**config.mk**
```make
export PLATFORM = sky130hd
export DESIGN_NAME = rf_wb_scheduler
export DESIGN_NICKNAME = d
export VERILOG_FILES = /design/src/rtl/cpu_types_pkg.sv /design/src/rtl/wb_fifo.sv /design/src/rtl/rf_wb_scheduler.sv
export SDC_FILE = /design/constraint.sdc
export NUM_CORES = 1
export LEC_CHECK = 0
export CELL_PAD_IN_SITES_DETAIL_PLACEMENT = 1
export CELL_PAD_IN_SITES_GLOBAL_PLACEMENT = 2
export CORE_MARGIN = 2
export CORE_UTILIZATION = 36
export DETAILED_ROUTE_END_ITERATION = 12
export GPL_TIMING_DRIVEN = 0
export PLACE_DENSITY_LB_ADDON = 0.1
export SYNTH_ARGS = -nofsm -noshare
export SYNTH_HDL_FRONTEND = slang
export SYNTH_SLANG_ARGS = --single-unit
```
**constraint.sdc**
```tcl
create_clock -name clk -period 4.4 [get_ports clk]
set_input_delay 0.88 -clock clk [delete_from_list [all_inputs] [get_ports clk]]
set_output_delay 0.88 -clock clk [all_outputs]
set_load 0.05 [all_outputs]
```
**src/rtl/cpu_types_pkg.sv**
```systemverilog
// Shared CPU types for the register-file writeback path.
package cpu_types_pkg;

    localparam int unsigned WORD_W  = 32;
    localparam int unsigned REG_W   = 5;
    localparam int unsigned NREGS   = 32;
    localparam int unsigned WB_NREQ = 2;

    typedef logic [WORD_W-1:0] word_t;
    typedef logic [REG_W-1:0]  regbits_t;

    // One writeback request: destination register and data
    typedef struct packed {
        regbits_t wsel;
        word_t    wdat;
    } wb_req_t;

    typedef enum logic {
        PREFER0 = 1'b0,
        PREFER1 = 1'b1
    } wb_arb_t;

    // One-hot register mask; register 0 is never marked
    function automatic logic [NREGS-1:0] reg_onehot(regbits_t r);
        reg_onehot = (r == '0) ? '0 : (NREGS'(1) << r);
    endfunction

endpackage

```
**src/rtl/wb_fifo.sv**
```systemverilog
// Per-requester writeback FIFO; exposes queued destinations for the pending mask.
module wb_fifo
    import cpu_types_pkg::*;
#(
    parameter int unsigned DEPTH = 2
) (
    input  logic                  clk,
    input  logic                  n_rst,
    input  logic                  flush_i,
    input  logic                  push_i,
    input  logic                  pop_i,
    input  wb_req_t               din_i,
    output wb_req_t               dout_o,
    output logic                  full_o,
    output logic                  empty_o,
    output regbits_t [DEPTH-1:0]  entries_wsel_o,
    output logic [DEPTH-1:0]      valid_o
);

    localparam int unsigned AW = (DEPTH > 1) ? $clog2(DEPTH) : 1;

    wb_req_t [DEPTH-1:0] mem_q;
    logic [DEPTH-1:0]    valid_q;
    logic [AW-1:0]       rd_q;
    logic [AW-1:0]       wr_q;
    logic                do_push;
    logic                do_pop;

    assign full_o  = &valid_q;
    assign empty_o = ~|valid_q;
    assign do_push = push_i && !full_o && !flush_i;
    assign do_pop  = pop_i && !empty_o && !flush_i;
    assign dout_o  = mem_q[rd_q];
    assign valid_o = valid_q;

    // Expose destination of each slot for the pending mask
    always_comb begin
        for (int i = 0; i < int'(DEPTH); i++) begin
            entries_wsel_o[i] = mem_q[i].wsel;
        end
    end

    // Storage; contents only meaningful where valid_q is set
    always_ff @(posedge clk) begin
        if (do_push) begin
            mem_q[wr_q] <= din_i;
        end
    end

    // Occupancy and pointers; flush empties the queue
    always_ff @(posedge clk or negedge n_rst) begin
        if (!n_rst) begin
            valid_q <= '0;
            rd_q    <= '0;
            wr_q    <= '0;
        end else if (flush_i) begin
            valid_q <= '0;
            rd_q    <= '0;
            wr_q    <= '0;
        end else begin
            if (do_push) begin
                valid_q[wr_q] <= 1'b1;
                wr_q          <= wr_q + AW'(1);
            end
            if (do_pop) begin
                valid_q[rd_q] <= 1'b0;
                rd_q          <= rd_q + AW'(1);
            end
        end
    end

endmodule

```
**src/rtl/rf_wb_scheduler.sv**
```systemverilog
// Arbitrates two writeback requesters onto the single register-file write port.
// Optional macro RF_WB_FIXED_PRIORITY_EN: port 0 always wins on contention and
// the preference register is removed; otherwise round-robin.
module rf_wb_scheduler
    import cpu_types_pkg::*;
#(
    parameter int unsigned FIFO_DEPTH = 2,
    parameter int unsigned NREQ       = WB_NREQ
) (
    input  logic        clk,
    input  logic        n_rst,
    input  logic        flush,
    input  logic        wb0_valid,
    output logic        wb0_ready,
    input  logic [4:0]  wb0_wsel,
    input  logic [31:0] wb0_wdat,
    input  logic        wb1_valid,
    output logic        wb1_ready,
    input  logic [4:0]  wb1_wsel,
    input  logic [31:0] wb1_wdat,
    output logic        rf_WEN,
    output logic [4:0]  rf_wsel,
    output logic [31:0] rf_wdat,
    output logic        grant_id,
    output logic [31:0] pending,
    output logic        idle
);

    wb_req_t                   req0, req1, head0, head1, sel_req;
    regbits_t [FIFO_DEPTH-1:0] ent0, ent1;
    logic [FIFO_DEPTH-1:0]     vld0, vld1;
    logic                      full0, full1, empty0, empty1;
    logic [NREQ-1:0]           nonempty;
    logic                      pop, pick1;
    logic                      rf_wen_q;
    regbits_t                  rf_wsel_q;
    word_t                     rf_wdat_q;
    logic                      grant_q;
    logic [NREGS-1:0]          pending_c;

    assign req0 = {wb0_wsel, wb0_wdat};
    assign req1 = {wb1_wsel, wb1_wdat};

    wb_fifo #(.DEPTH(FIFO_DEPTH)) u_fifo0 (
        .clk            (clk),
        .n_rst          (n_rst),
        .flush_i        (flush),
        .push_i         (wb0_valid),
        .pop_i          (pop && !pick1),
        .din_i          (req0),
        .dout_o         (head0),
        .full_o         (full0),
        .empty_o        (empty0),
        .entries_wsel_o (ent0),
        .valid_o        (vld0)
    );

    wb_fifo #(.DEPTH(FIFO_DEPTH)) u_fifo1 (
        .clk            (clk),
        .n_rst          (n_rst),
        .flush_i        (flush),
        .push_i         (wb1_valid),
        .pop_i          (pop && pick1),
        .din_i          (req1),
        .dout_o         (head1),
        .full_o         (full1),
        .empty_o        (empty1),
        .entries_wsel_o (ent1),
        .valid_o        (vld1)
    );

    assign wb0_ready = !full0;
    assign wb1_ready = !full1;
    assign nonempty  = NREQ'({!empty1, !empty0});
    assign pop       = (nonempty[0] || nonempty[1]) && !flush;
    assign sel_req   = pick1 ? head1 : head0;

`ifdef RF_WB_FIXED_PRIORITY_EN
    // Port 1 is served only when port 0 has nothing queued
    assign pick1 = nonempty[1] && !nonempty[0];
`else
    wb_arb_t arb_q, arb_d;

    assign pick1 = nonempty[1] && (!nonempty[0] || arb_q == PREFER1);

    // Preference flips only after a contended pop
    always_comb begin
        arb_d = arb_q;
        if (pop && nonempty[0] && nonempty[1]) begin
            arb_d = pick1 ? PREFER0 : PREFER1;
        end
    end

    // Round-robin preference register
    always_ff @(posedge clk or negedge n_rst) begin
        if (!n_rst) begin
            arb_q <= PREFER0;
        end else begin
            arb_q <= arb_d;
        end
    end
`endif

    // Write stage: register the popped entry; register 0 never writes
    always_ff @(posedge clk or negedge n_rst) begin
        if (!n_rst) begin
            rf_wen_q  <= 1'b0;
            rf_wsel_q <= '0;
            rf_wdat_q <= '0;
            grant_q   <= 1'b0;
        end else if (pop) begin
            rf_wen_q  <= (sel_req.wsel != '0);
            rf_wsel_q <= sel_req.wsel;
            rf_wdat_q <= sel_req.wdat;
            grant_q   <= pick1;
        end else begin
            rf_wen_q  <= 1'b0;
        end
    end

    // Pending mask over queued entries and the staged write
    always_comb begin
        pending_c = '0;
        for (int i = 0; i < int'(FIFO_DEPTH); i++) begin
            if (vld0[i]) pending_c = pending_c | reg_onehot(ent0[i]);
            if (vld1[i]) pending_c = pending_c | reg_onehot(ent1[i]);
        end
        if (rf_wen_q) pending_c = pending_c | reg_onehot(rf_wsel_q);
    end

    assign rf_WEN   = rf_wen_q;
    assign rf_wsel  = rf_wsel_q;
    assign rf_wdat  = rf_wdat_q;
    assign grant_id = grant_q;
    assign pending  = pending_c;
    assign idle     = empty0 && empty1 && !rf_wen_q;

endmodule

```
==> results summary, run 1 <==
The flow ran to the end, and the final reports show no timing, DRC or antenna violations. The xor/xnor cell area share of the yosys netlist is 0.389%. TritonCTS built the clock tree.

The synthesized design spends more area on one cell type than any other, namely edfxtp_1. The worst IR drop on VDD is 0.000312 V. Among all flip-flop cells after synthesis, the most frequent one is edfxtp_1. The die footprint came out at 26300 um^2. The clock period could shrink to 4.05 ns. The die outline height is between 150 and 200 um. The area share of the largest cell type after synthesis came out at 49.4%. Fill cells in the final layout number 2564. The proportion of layout cells with a drive suffix above 1 came out at between 10% and 20%.

The gate count of the mapped netlist came out at between 700 and 800. The signal arrival time at the worst endpoint is 3.17 ns. Data on the critical path is required at its endpoint by 3.52 ns. In this run the standard cell core region covers 24500 um^2.

The post-route total power came out at 6.33 mW. The critical path is of the register to primary output type. The initial core utilization is 36.8%. In this run, post-CTS hold repair placed 0 buffers.

The wire length of the first global-routing pass came out at 46100 um. Compared with the post-synthesis result, the final layout area differs by 30.0%. In this run, the number of DRC markers left after iteration 0 of detailed routing was between 400 and 500. The tree is rooted in a clkbuf_16. After Yosys synthesis, and, or, nand and nor cells account for around 17% of the synthesized area. The share of the yosys chip area belonging to registers came out at 62.7%. Walking the worst path, the cells encountered are clkbuf_1 > o31ai_1 > o211ai_1 > clkdlybuf4s50_1. The cell leakage power came out at 4.00 nW.

Counting every net in the synthesized netlist gives 811. The post-synthesis compound-gate area fraction came out at between 10% and 20%. Setup repair after global routing left no endpoint under its margin. The final route contains 7036 vias. The number of warning messages in the yosys log is 0. The top fanout value on the critical path came out at 10. The total congestion overflow after global routing came out at 0. The count of non-filler cells in the finished layout is 1250. The number of antenna cells inserted came out at 0. The CTS H-tree depth is 4. The count of flip-flops with a built-in enable after synthesis is 148. The hold violation total from the final report came out at 0. The nature of the critical path endpoint is a primary output. The number of detailed-route iterations in the first pass is 5. For the final database, setup skew stands at roughly 0.017 ns.

The average wire length per cell after detail routing is 24.2 um. The die is 162 um wide. The worst-skew pair later-pin latency is 0.45 ns.

The netlist area before placement is 9000 um^2. The worst setup slack before clock tree synthesis came out at 0.910 ns. The gate family responsible for the most delay along the worst path is compound AO/OA/AOI/OAI gates. The number of slew-limit violations in the final report came out at 0. The number of nets in the finished design is 992. The number of buffer and inverter stages on the critical path is 2. The number of global-route vias before repair is 7616. 153 I/O pins were placed. The multiplexer area fraction after synthesis came out at between 1.5 and 2%. The distinct cell type count after synthesis came out at 57.

The post-layout utilization of the core is 47.8%. The maximum number of pins on one net before global-route repair is 34. The initial antenna violation count is 0.

The final weighted congestion of routability-driven global placement came out at 0.861. For the pin with the worst max-slew slack, the measured transition is 1.03 ns. The relative slew slack is 31.0%. The count of nets left with antenna violations once routing finished came out at 0. The max-cap violation count came out at 0.

The number of rows created at floorplan is 57. The number of buffers between clock root and the deepest sink came out at 2. The type of the most critical hold path is input port to async pin. The clock sink count came out at 196. Yosys attributes the largest share of cell area to edfxtp_1, dfrtp_1, a211oi_1.

The share of the clock period used by the worst path after layout is 92.0%. The HPWL after detailed placement came out at about 22000 um. The worst path meets setup with 0.354 ns of slack. The reg-to-reg startpoint is u_fifo0.valid_o[0]. The number of buffer cells added on primary ports came out at around 150.

The TritonCTS buffer count is 17. The mean cell area of the mapped netlist is 12.3 um^2. STA classifies the critical path startpoint as a register. After clock tree synthesis, the clock-pin slew on the worst setup and hold paths is approximately 0.090 ns. In this run the power density over the cells is between 500 and 600 nW/um^2. The maximum achievable frequency is 247 MHz.

The delay of the slowest cell on the worst path came out at 0.92 ns. The via density per instance came out at 5.63. The number of register bits inferred by synthesis is 196. The critical path's slowest cell is o31ai_1.

The adder-cell share of the synthesized area came out at 0%. The overall global routing resource usage came out at 23.5%. The number of setup violations in the final report is 0. After synthesis, the share of flip-flops with an asynchronous set or reset is 24.5%.

After synthesis, the largest family of logic cells by area is simple AND/OR/NAND/NOR gates. The post-CTS setup repair buffer count is 0. The sum of negative setup slack is 0 ns. The instance count after placement with tap cells included came out at 1218. In this run the worst setup path begins at rf_wsel[2]. The number of cells upsized or downsized after cts is 0. The sum of routed wire length over all layers is 30200 um.

The count of unresolved DRC violations after routing came out at 0.
-- cell type report --
| type | count | area [um^2] | area share [%] |
|---|---|---|---|
| sequential | 196 | 5650 | 48.3 |
| multi-input combinational | 475 | 3060 | 26.2 |
| timing repair buffer | 162 | 1650 | 14.1 |
| clock buffer | 17 | 425 | 3.64 |
| tap | 324 | 405 | 3.47 |
| buffer | 58 | 298 | 2.55 |
| clock inverter | 15 | 201 | 1.72 |
| inverter | 3 | 11.3 | 0.0963 |
-- worst register-to-register path: cells and delay by family (launching register included) --
kind	cells	cell delay [ns]
buf+inv	3	0.68
flops	1	0.41
simple gates	3	1.05
-- per-stage QoR --
stage / area, um^2 / hold slack (ns)
after floorplan: 9000 / 0.485
after global placement: 10900 / 0.461
after global routing: 11700 / 0.468
after detailed placement: 11100 / 0.470
final: 11700 / 0.442
after CTS: 11700 / 0.454
-- sequential cells by signal (all words and copies together) (netlist names), 2 cells and up --
name                    cells
u_fifo0.valid_o             2
u_fifo0.entries_wsel_o     10
rf_wdat                    32
u_fifo1.mem_q              64
u_fifo1.entries_wsel_o     10
u_fifo1.valid_o             2
rf_wsel                     5
u_fifo0.mem_q              64
-- per-layer routing --
| metal | GRT usage [%] | up-vias | routed length, um |
|---|---|---|---|
| met5 | 0 | - | 0 |
| li1 | - | 3192 | - |
| met2 | 40.5 | 217 | 15200 |
| met4 | 6.72 | 0 | 444 |
| met3 | 4.24 | 39 | 1370 |
| met1 | 30.5 | 3588 | 13200 |
-- power by group --
part           switching, mW  internal (mW)
clock                  0.794          0.829
sequential             0.186           2.25
combinational           1.53          0.738
-- path summary, 6_finish.rpt --
path	endpoint	slack, ns	cells after the start
max	pending[5]	0.35	4
min	rf_wdat[21]	0.44	1
max reg2reg	u_fifo0.entries_wsel_o[0]	1.97	6
min reg2reg	rf_wdat[29]	0.49	2
max in group asynchronous	rf_wdat[6]	3.33	2
min in group clk	rf_wdat[29]	0.49	2
-- synth_stat cells (all sizes together) (13+ instances only) --
library cell,count
edfxtp,148
buf,36
nor3,25
dfrtp,48
o22ai,23
clkbuf,22
nand2b,13
nor2b,72
nor2,31
nand3,13
a211oi,67
nand2,59
o31ai,34
-- cells in the final DEF (no fill, tap or decap), types with 6 or more instances in the layout --
master           Yosys  routed
nand3b_1             8       8
clkbuf_16            0      17
a211oi_1            67      67
o211ai_1            11      11
nor2b_1             72      72
o31ai_1             34      34
o21ai_0              7       7
nor2_1              30      30
edfxtp_1           148     148
o22ai_1             22      22
buf_4               14      14
nand3_1             13      13
buf_6                0       9
clkdlybuf4s50_1      0     150
a21oi_1              9       9
buf_2               22      23
nor4_1               6       6
nand2b_1            13      13
clkbuf_1            22      22
a31oi_1              6       6
nor3_1              25      22
or3_1               10      10
nand2_1             59      59
o22a_1               6       6
mux2i_1              8       8
dfrtp_1             48      48
-- logic make-up after synthesis --
group	Yosys count
simple gates	271
flops	196
other cells	1
xor+xnor	4
buf+inv	61
mux	13
compound gates	186
Power figures use the tool's default switching activity.
==> run 2: changes to the inputs <==
Settings changed: PLACE_DENSITY set to 0.91, PLACE_DENSITY_LB_ADDON 0.1 to unset.
==> results summary, run 2 (synthesis gave the netlist of run 1 again) <==
The number of antenna cells inserted came out at 0 (unchanged). The worst-skew pair later-pin latency came to 0.44 ns (about the same). The total congestion overflow after global routing is 0 (unchanged). The flow ran to the end, and the final reports show no timing, DRC or antenna violations. The number of slew-limit violations in the final report is 0 (unchanged).

Clock tree synthesis selected as its root buffer the cell clkbuf_16. The maximum achievable frequency came to 254 MHz (+2.7%). The post-layout utilization of the core is 47.9% (+0.067 points). The count of non-filler cells in the finished layout is 1251 (+0.080%). The number of setup violations in the final report came to 0 (unchanged).

The initial core utilization came to 36.8% (unchanged). The number of nets in the finished design was 993 (+0.10%). The slack of the worst reg-to-reg path came to 2.05 ns (+0.08 ns). The proportion of layout cells with a drive suffix above 1 came out at 10.7% (-0.012 points). The number of buffers between clock root and the deepest sink is 2 (unchanged).

The sum of routed wire length over all layers is 30800 um (+1.9%). The clock period minus worst slack came out at 3.94 ns (-0.105 ns). The TritonCTS buffer count came out at 17 (unchanged). The max-cap violation count came out at 0 (unchanged). The overall global routing resource usage came to 23.9% (+0.40 points).

The core box area came out at 24500 um^2 (unchanged). The number of rows created at floorplan is 57 (unchanged). The die footprint is 26300 um^2 (unchanged). The worst register-to-register path ends at u_fifo1.mem_q[2]. The post-synthesis to final-layout area growth is 30.1%. The post-route worst setup slack is 0.459 ns (+0.105 ns).

The number of buffer cells added on primary ports is 151 (unchanged). The worst setup slack before clock tree synthesis is 0.979 ns (+0.0689 ns). The antenna violation net count after detailed routing is 0 (unchanged). The clock sink count is 196 (unchanged).

The relative slew slack came to 30.3% (-0.61 points). The worst IR drop on VDD came to 0.000505 V (+62%). The share of the clock period used by the worst path after layout was 89.6% (-2.4 points). The hold violation total from the final report was 0 (unchanged). The post-CTS setup repair buffer count is 0 (unchanged). The count of pins on the block boundary is 153 (unchanged). The via density per instance came to 5.64 (+0.16%). The instance count after placement with tap cells included is 1219 (+0.082%). The wire length of the first global-routing pass is 46700 um (+1.4%). The sum of negative setup slack came out at 0 ns (unchanged). The post-place instance area came out at 11100 um^2 (+0.17%). The die extent in x is 162 um (unchanged).

STA classifies the critical path endpoint as a primary output. The worst setup path is launched from a register. The initial antenna violation count is 1 (+1). The overall via count from detail_route came out at 7053 (+0.24%).

The setup path with the least slack is of type register to primary output. The number of detailed-route iterations in the first pass is 5 (unchanged). The signal arrival time at the worst endpoint was 3.06 ns (-0.11 ns). The final weighted congestion of routability-driven global placement is 0.902 (+4.8%). The number of global-route vias before repair is 7657 (+0.54%). The CTS H-tree depth is 4 (unchanged). The reg-to-reg startpoint is u_fifo1.valid_o[1]. TritonCTS built the clock tree. The measured slew at the worst slew-check pin was 1.04 ns (+0.00914 ns).

The count of unresolved DRC violations after routing came out at 0 (unchanged). The hold buffer count at CTS is 0 (unchanged). The HPWL after detailed placement came to 22400 um (+0.26%). The setup clock skew after layout is 0.00892 ns (-0.00769 ns). The tightest min-delay check is of the input port to async pin type.

The number of cells upsized or downsized after cts came out at 0 (unchanged). The die outline height is 162 um (unchanged). The count of cells along the worst register-to-register path is 6 (unchanged). In the layout the commonest cells are clkdlybuf4s50_1, edfxtp_1, nor2b_1. The violation count after the first detailed-route iteration came to 374 (-16%). The required time reported for the critical path endpoint came to 3.52 ns (about the same).

The clock-pin slew on the worst setup and hold paths was 0.07 ns (-0.02 ns). The maximum number of pins on one net before global-route repair came out at 37 (+8.8%). Setup repair after global routing left no endpoint under its margin. The cell leakage power came out at 4.00 nW (+0.11%).

The power density over the cells came to 546 nW/um^2 (+0.79%). The top fanout value on the critical path came out at 10 (unchanged). The average wire length per cell after detail routing came out at 24.6 um (+1.8%). The final design instance area without fill is 11700 um^2 (+0.14%). The leading cell type in the layout, fill and taps excluded is clkdlybuf4s50_1.
## run 2: cell types whose count changed in the layout (fill, tap and decap cells not counted), sizes merged
| cell | previous run | this run |
|---|---|---|
| bufinv | 1 | 3 |
| buf | 48 | 49 |
| clkinvlp | 0 | 2 |
| clkinv | 7 | 5 |
| inv | 10 | 8 |
## run 2: layer usage
layer / GRT usage, % / share of wire, % / up-vias
li1: - / - / 3189
met1: 29.1 / 41 / 3576
met2: 42.3 / 52 / 240
met3: 5.06 / 5.1 / 48
met4: 8.09 / 2.3 / 0
met5: 0 / 0 / -
## run 2: worst max-delay path by stage
| stage | start | end | slack, ns | depth (start not counted) |
|---|---|---|---|---|
| global placement | wb0_valid | u_fifo0.valid_o[0] | -2.18 | 4 |
| floorplan | u_fifo0.valid_o[0] | u_fifo0.valid_o[0] | 0.20 | 5 |
| CTS | rf_wsel[2] | pending[2] | 0.50 | 4 |
| global route | rf_wsel[2] | pending[2] | 0.33 | 4 |
| finish | rf_wsel[2] | pending[2] | 0.46 | 4 |
| detailed placement | rf_wsel[2] | pending[2] | 0.98 | 4 |
## run 2: critical path: stages (launching register included)
cell and delay [ns]:
dfrtp_1 0.44, clkbuf_1 0.26, o31ai_1 0.92, o211ai_1 0.24
clkdlybuf4s50_1 0.76
## run 2: cell type report
| cell class | count | area (um^2) |
|---|---|---|
| clock inverters | 15 | 199 |
| fillers | 2572 | 12800 |
| clock buffers | 17 | 425 |
| multi-input cells | 475 | 3060 |
| repair buffers | 163 | 1670 |
| inverters | 3 | 11.3 |
| well taps | 324 | 405 |
| flip-flops and latches | 196 | 5650 |
| plain buffers | 58 | 298 |
## run 2: through the flow
step	total power, mW	hold slack, ns
floorplan	3.85	0.485
CTS	6.43	0.360
global route	6.63	0.365
global placement	4.69	0.458
finish	6.39	0.353
detailed placement	4.76	0.476
## run 2: report_power, final
part           switching (mW)  leakage, nW  internal, mW
sequential              0.217         1.96          2.25
clock                   0.725        0.300         0.913
combinational            1.55         1.75         0.740
